--- src/rtl/serial_mpy_param.sv ---
// -----------------------------------------------------------------------------
// serial_mpy_param
//   Sequential shift-add multiplier. It handles one multiplier bit per clock,
//   LSB first, on the operand magnitudes. The sign is applied once at the end.
//   The product is exact and 2*WIDTH bits wide. Latency is WIDTH+1 cycles from
//   the accepting edge. Only one product is in flight at a time.
//
// Ports
//   CLK        rising-edge clock
//   reset_n    asynchronous active-low reset
//   start      request; accepted only while busy=0
//   tc         1 = signed two's complement operands, 0 = unsigned (with start)
//   in_a       multiplicand (sampled with start)
//   in_b       multiplier   (sampled with start)
//   out        2*WIDTH-bit product; changes only at completion or reset
//   out_valid  high from completion until the next accepted start
//   busy       high while a multiply is in progress (RUN or FIX)
// -----------------------------------------------------------------------------
module serial_mpy_param #(
   parameter int WIDTH = 8
) (
   input  logic                 CLK,
   input  logic                 reset_n,
   input  logic                 start,
   input  logic                 tc,
   input  logic [WIDTH-1:0]     in_a,
   input  logic [WIDTH-1:0]     in_b,
   output logic [2*WIDTH-1:0]   out,
   output logic                 out_valid,
   output logic                 busy
);

   localparam int CW = $clog2(WIDTH + 1);

   typedef enum logic [1:0] {IDLE, RUN, FIX} state_t;

   state_t             state, state_nx;
   logic [WIDTH-1:0]   mcand;
   logic [WIDTH-1:0]   mplier;
   logic [2*WIDTH-1:0] acc;
   logic               neg;
   logic [CW-1:0]      cnt;

   logic [WIDTH-1:0]   a_mag, b_mag;
   logic [WIDTH:0]     sum;

   // The most negative operand becomes 2^(WIDTH-1). That value still fits in
   // WIDTH unsigned bits, so taking the magnitude cannot overflow.
   assign a_mag = (tc && in_a[WIDTH-1]) ? -in_a : in_a;
   assign b_mag = (tc && in_b[WIDTH-1]) ? -in_b : in_b;

   // Add into the upper half and keep the carry. The carry becomes the new MSB
   // after the right shift below.
   assign sum = {1'b0, acc[2*WIDTH-1:WIDTH]} + (mplier[0] ? {1'b0, mcand} : '0);

   assign busy = (state != IDLE);

   // Next-state logic
   always_comb begin
      state_nx = state;
      case (state)
         IDLE:    if (start) state_nx = RUN;
         RUN:     if (cnt == CW'(1)) state_nx = FIX;
         FIX:     state_nx = IDLE;
         default: state_nx = IDLE;
      endcase
   end

   always_ff @(posedge CLK or negedge reset_n) begin
      if (!reset_n) state <= IDLE;
      else          state <= state_nx;
   end

   // Datapath
   always_ff @(posedge CLK or negedge reset_n) begin
      if (!reset_n) begin
         mcand     <= '0;
         mplier    <= '0;
         acc       <= '0;
         neg       <= 1'b0;
         cnt       <= '0;
         out       <= '0;
         out_valid <= 1'b0;
      end else begin
         case (state)
            IDLE: begin
               if (start) begin
                  mcand     <= a_mag;
                  mplier    <= b_mag;
                  neg       <= tc & (in_a[WIDTH-1] ^ in_b[WIDTH-1]);
                  acc       <= '0;
                  cnt       <= CW'(WIDTH);
                  out_valid <= 1'b0;
               end
            end
            RUN: begin
               acc    <= {sum, acc[WIDTH-1:1]};
               mplier <= mplier >> 1;
               cnt    <= cnt - CW'(1);
            end
            FIX: begin
               out       <= neg ? -acc : acc;
               out_valid <= 1'b1;
            end
            default: ;
         endcase
      end
   end

endmodule

--- config.mk ---
export PLATFORM = sky130hd
export DESIGN_NAME = serial_mpy_param
export DESIGN_NICKNAME = d
export VERILOG_FILES = /design/src/rtl/serial_mpy_param.sv
export SDC_FILE = /design/constraint.sdc
export NUM_CORES = 1
export LEC_CHECK = 0
export BUFFER_PORTS_ARGS = -buffer_cell sky130_fd_sc_hd__buf_2
export CORE_UTILIZATION = 30
export DETAILED_ROUTE_END_ITERATION = 12
export SLEW_MARGIN = 20
export SYNTH_ARGS = -nofsm -noshare
export SYNTH_HDL_FRONTEND = slang
export SYNTH_SLANG_ARGS = --single-unit
--- constraint.sdc ---
create_clock -name CLK -period 3.1 [get_ports CLK]
set_clock_uncertainty 0.05 [all_clocks]
set_input_delay 0.465 -clock CLK [delete_from_list [all_inputs] [get_ports CLK]]
set_output_delay 0.465 -clock CLK [all_outputs]
set_load 0.02 [all_outputs]
==> results.cfg, run 1 <==
[power_and_ir_drop]
power.density_mw_per_mm2 = 941
leakage_nw = 1.58
peakVddDrop_mv = 0.307
total_power_mw = 3.28

[floorplan]
die_y_um = 103
rows = 36
dieArea_mm2 = 0.0107
core_area_mm2 = 0.00986
die_x_um = 103
start_util = 0.312
ios = 38

[routing]
viasPerCell = 4.68
ant_nets = 0
wire_per_inst_um = 11.6
via_count = 2353
first_pass_iters = 4
drcViolationCount = 0
dr.first_iter.drc_count = 88
routed_wl_um = 5840

[setup_path]
cpMaxStageDelayCell = dfrtp_1
criticalPathCategory = flip-flop to flip-flop
cp_max_fo = 9
worst-r2r-cell-count = 8
crit_chain = and2_1 -> ha_1 -> fa_1 -> a21oi_1 -> inv_1 -> a21oi_1 -> xor2_1 -> o21ai_0
crit_path_end_kind = flip-flop
crit_path_frequent_cell = a21oi_1
cp.arrival_ns = 2.25
cp.required_ns = 3.20
cp-start-kind = flip-flop
max_stage_delay_ns = 0.45

[yosys]
ys.flop_type = dfrtp_1
yosys-top-cells-area = dfrtp_1, o21ai_0, nand2_1
synth.most_common_cell = nand2_1
yosysTopAreaCell = dfrtp_1
ys_ff_latch = 56
synth_area_mm2 = 0.00308
synth_warnings = 0
synthCells = 336
synth_edf_count = 0
synth_nets = 370
ys_types = 39
yosys-top-cells-count = nand2_1, dfrtp_1, o21ai_0
ys_seq_area_frac = 0.456
synth.avg_cell_area_um2 = 9.15
synth_top_area_frac = 0.456
ys_async_sr_fraction = 1.00

[grt]
track_usage = 0.121
grt_pass1_wl_um = 10100
grt_start_max_net_pins = 40
first_global_vias = 2233
grt_remaining_overflow = 0
antenna_found_initial = 0

[clocking]
cts_setup_buffers = 0
cts_sinks = 56
clkTransAtPathRegs_ns = 0.09
clock_latency_ns = 0.30
htreeDepth = 2
cts_hold_buf = 0
cts_root_buf = clkbuf_8
cts_buffer_depth = 2
cts_buffers = 5
cts.repair.resized = 0
cts_tree = built

[final_layout]
final_layout_size_suffix_gt1_frac = 0.149
antennaDiodeCount = 0
stdcell_area_mm2 = 0.00349
area_delta_synth_final_pct = 13.4
fin_cells = 503
fill_cells = 1034
final_util = 0.354
fin_nets = 403

[sta]
rsz0062_at_grt = false
finalWorstSetupSlack_ns = 0.948
finalSetupTns_ns = 0
drv_slew = 0
fmax_mhz = 465
period_needed_ns = 2.15
setup_viol = 0
whs_ns = 0.0171
relSlewSlack = 0.392
worst_pin_slew_ns = 0.913
report.final.hold_viol_count = 0
period_share = 0.694

[placement]
dpl_cell_area_mm2 = 0.00340
dp_cells = 495
hpwl_um = 4370
pre_cts_ws_ns = 0.949
gp_congestion = 0.769
io_buffers = 37

[hold_path]
hp-class = input pin to async pin

[run_status]
status = completed

[run]
max_cap_viol_count = 0
[per-layer routing]
layer | vias to the layer above | track usage | wire length [µm]
met5 | - | 0 | 0
met4 | 0 | 0.0336 | 55
met3 | 4 | 0.0222 | 203
met2 | 47 | 0.199 | 2520
met1 | 1078 | 0.163 | 3070
li1 | 1224 | - | -
[cell type report]
cell class	count	area [µm²]	share of cell area
tap	133	166	0.0477
inverter	11	41.3	0.0118
timing repair buffer	40	208	0.0595
multi-input combinational	255	1580	0.453
clock buffer	8	90.1	0.0258
sequential	56	1400	0.402
[final timing paths]
kind	start	endpoint	slack, ns
min in group CLK	in_b[7]	mplier[7]	0.37
setup reg to reg	mplier[0]	acc[11]	0.95
max in group asynchronous	reset_n	mplier[1]	2.16
setup / recovery	mplier[0]	acc[11]	0.95
hold / removal	reset_n	out[1]	0.02
hold reg to reg	out[5]	out[5]	0.43
[critical path, delay by kind of cell (launching register included)]
| kind | cells | cell delay [ns] |
|---|---|---|
| flops | 1 | 0.45 |
| xor+xnor | 1 | 0.15 |
| compound gates | 3 | 0.49 |
| buf+inv | 1 | 0.07 |
| fa+ha+maj | 2 | 0.62 |
| simple gates | 1 | 0.17 |
[flip-flops by register name (all words and copies together) (netlist names)]
name	count
out	16
out_valid	1
state	2
cnt	4
mcand	8
mplier	8
acc	16
neg	1
[layout by cell type (no fill, tap or decap), drive strengths merged, types with 2 or more instances in the layout]
cell type   n
nor2b       3
a22oi       6
buf        40
inv        11
xor2       18
nor2       15
nor3        6
ha         13
a211oi      3
mux2i       3
dfrtp      56
nand3      15
or3         2
and2       10
clkbuf      8
xnor2      12
nand2b      6
nor4        3
nor3b       2
o21ai      53
a31oi       2
o31ai       7
a21oi       9
nand2      58
[report_power, final]
part           total (mW)  internal, mW  switching [mW]
Combinational        1.50         0.620           0.878
Sequential           1.38          1.06           0.321
Clock               0.406         0.183           0.223
[kinds of logic (layout without fill, tap and decap cells)]
family / count (synthesis) / after routing / synth area share
AND/OR/NAND/NOR: 121 / 121 / 0.190
AO/OA/AOI/OAI: 87 / 87 / 0.169
flip-flops: 56 / 56 / 0.456
XOR/XNOR: 30 / 30 / 0.0854
buffers and inverters: 25 / 59 / 0.0309
adder cells (fa/ha/maj): 14 / 14 / 0.0594
multiplexers: 3 / 3 / 0.00976
No activity file was read; power rests on OpenSTA's default activity.
==> inputs of run 2 (changes only) <==
ABC_AREA = 1   (was default)
clock period = 1.8 ns   (was 3.1 ns; I/O delays follow)
==> run 2 against run 1 <==
Power grew 93%. Maximum frequency grew 27%. Non-clock buffer count grew 10. Area after synthesis grew 5.8%. Die area grew 5.7%. Largest cell class unchanged. Largest power group unchanged.
==> results.cfg, run 2 <==
[clocking]
cts_buffer_depth = 2
cts_buffers = 5
cts_root_buf = clkbuf_8
htreeDepth = 2
clock_latency_ns = 0.30
clkTransAtPathRegs_ns = 0.10
cts_tree = built
cts_sinks = 56

[grt]
grt_start_max_net_pins = 25
grt_remaining_overflow = 0
grt_pass1_wl_um = 11800
track_usage = 0.128
antenna_found_initial = 0
first_global_vias = 2564

[sta]
whs_ns = 0.192
period_needed_ns = 1.70
fmax_mhz = 588
worst_pin_slew_ns = 0.632
finalWorstSetupSlack_ns = 0.0986
period_share = 0.945
report.final.hold_viol_count = 0
setup_viol = 0
drv_slew = 0
relSlewSlack = 0.578

[setup_path]
path_depth = 12
max_stage_delay_ns = 0.41
criticalPathCategory = flip-flop to flip-flop
cp.arrival_ns = 1.85
cpLargestDelayFamily = simple AND/OR/NAND/NOR gates
cp_max_fo = 3
crit_chain = nand2_1 -> inv_2 -> ha_4 -> fa_2 -> nand3_2 -> nand2_2 -> nand2_2 -> nand2_2 -> nand3_1 -> nand2_1 -> nand2_1 -> nand2_1
worst-r2r-cell-count = 12
crit_path_end_kind = flip-flop
cpMaxStageDelayCell = dfrtp_1
cp-start-kind = flip-flop
cp.buffers_inverters = 1
cp.required_ns = 1.95
crit_path_frequent_cell = nand2_1

[final_layout]
final_layout_size_suffix_gt1_frac = 0.205
final_util = 0.366
mostFrequentLayoutCell = nand2_1
antennaDiodeCount = 0
area_delta_synth_final_pct = 17.0
top_regs = acc (16), out (16)
fin_nets = 493
final_cell_mix = nand2_1, dfrtp_1, inv_1, buf_2, nand3_1

[yosys]
synth_area_mm2 = 0.00325
synth.avg_cell_area_um2 = 7.86
synth_warnings = 0
synth_edf_count = 0
ys_seq_area_frac = 0.431
yosys-top-cells-area = dfrtp_1, nand2_1, inv_1
ys.flop_type = dfrtp_1
ys_types = 30
ys_ff_latch = 56
synthCells = 414
synth_top_area_frac = 0.431
synth_nets = 448
yosys-top-cells-count = nand2_1, dfrtp_1, inv_1
synth.most_common_cell = nand2_1
yosysTopAreaCell = dfrtp_1
ys_async_sr_fraction = 1.00

[floorplan]
dieArea_mm2 = 0.0113
rows = 37
core_area_mm2 = 0.0104
die_y_um = 106
start_util = 0.312
die_x_um = 106
ios = 38

[power_and_ir_drop]
power.density_mw_per_mm2 = 1660
total_power_mw = 6.33
peakVddDrop_mv = 0.531
leakage_nw = 1.93

[routing]
via_count = 2765
wire_per_inst_um = 11.6
dr.first_iter.drc_count = 82
viasPerCell = 4.65
drcViolationCount = 0
routed_wl_um = 6910
first_pass_iters = 4
ant_nets = 0

[hold_path]
hp-class = input pin to flip-flop
hold_depth = 3

[placement]
pre_cts_ws_ns = 0.0505
gp_congestion = 0.805
io_buffers = 37
hpwl_um = 5120

[run]
max_cap_viol_count = 0

[run_status]
status = completed
[run 2: worst paths after layout]
kind / start / to / slack [ns]
hold reg to reg: out[13] / out[13] / 0.43
min in group asynchronous: reset_n / out[0] / 0.42
setup / recovery: mplier[0] / acc[15] / 0.1
max in group asynchronous: reset_n / out[10] / 0.72
setup reg to reg: mplier[0] / acc[15] / 0.1
hold / removal: in_b[7] / mplier[7] / 0.19
[run 2: kinds of logic after synthesis]
| logic type | Yosys count | share of synthesized area |
|---|---|---|
| and+or+nand+nor | 192 | 0.260 |
| xor gates and xnor gates | 14 | 0.0377 |
| DFF | 56 | 0.431 |
| buffers and inverters | 66 | 0.0892 |
| adders and majority gates | 14 | 0.0561 |
| AOI/OAI and AO/OA | 72 | 0.126 |
[run 2: metal layers]
| metal | part of all wire | GRT usage |
|---|---|---|
| met1 | 0.50 | 0.178 |
| met2 | 0.46 | 0.203 |
| met3 | 0.039 | 0.0239 |
| met4 | 0.0025 | 0.0317 |
| met5 | 0 | 0 |
[run 2: report_power, final]
group	leakage, nW	internal [mW]	switching [mW]
clock network	0.0400	0.265	0.398
registers	0.686	1.81	0.387
logic	1.21	1.35	2.12
[run 2: per-stage QoR]
stage	instance area, µm²	std cells	setup TNS (ns)
5_1_grt	3810	595	-0.0510
6_report	3810	595	0
3_3_place_gp	3620	586	0
3_5_place_dp	3620	586	0
2_1_floorplan	3260	414	0
4_1_cts	3710	594	0
[run 2: layout make-up]
| class | instances | area, µm² |
|---|---|---|
| multi-input combinational | 292 | 1650 |
| clock buffer | 5 | 68.8 |
| tap | 136 | 170 |
| fill | 1087 | 6610 |
| sequential | 56 | 1400 |
| timing repair buffer | 50 | 298 |
| clock inverter | 2 | 12.5 |
| inverter | 54 | 203 |
[run 2: timing repair]
item | in CTS | in global routing
resized for setup | 0 | 18
hold buffers | 1 | 0
endpoints found under the hold margin | 21 | 0
setup endpoints to repair | 0 | 5
setup buffers | 0 | 1
[run 2: worst reg2reg max path, cell delays in order (launching register included)]
cell and delay, ns:
dfrtp_1 0.41, nand2_1 0.08, inv_2 0.04, ha_4 0.15, fa_2 0.36, nand3_2 0.08, nand2_2 0.07, nand2_2 0.07
nand2_2 0.07, nand3_1 0.07, nand2_1 0.05, nand2_1 0.05, nand2_1 0.04
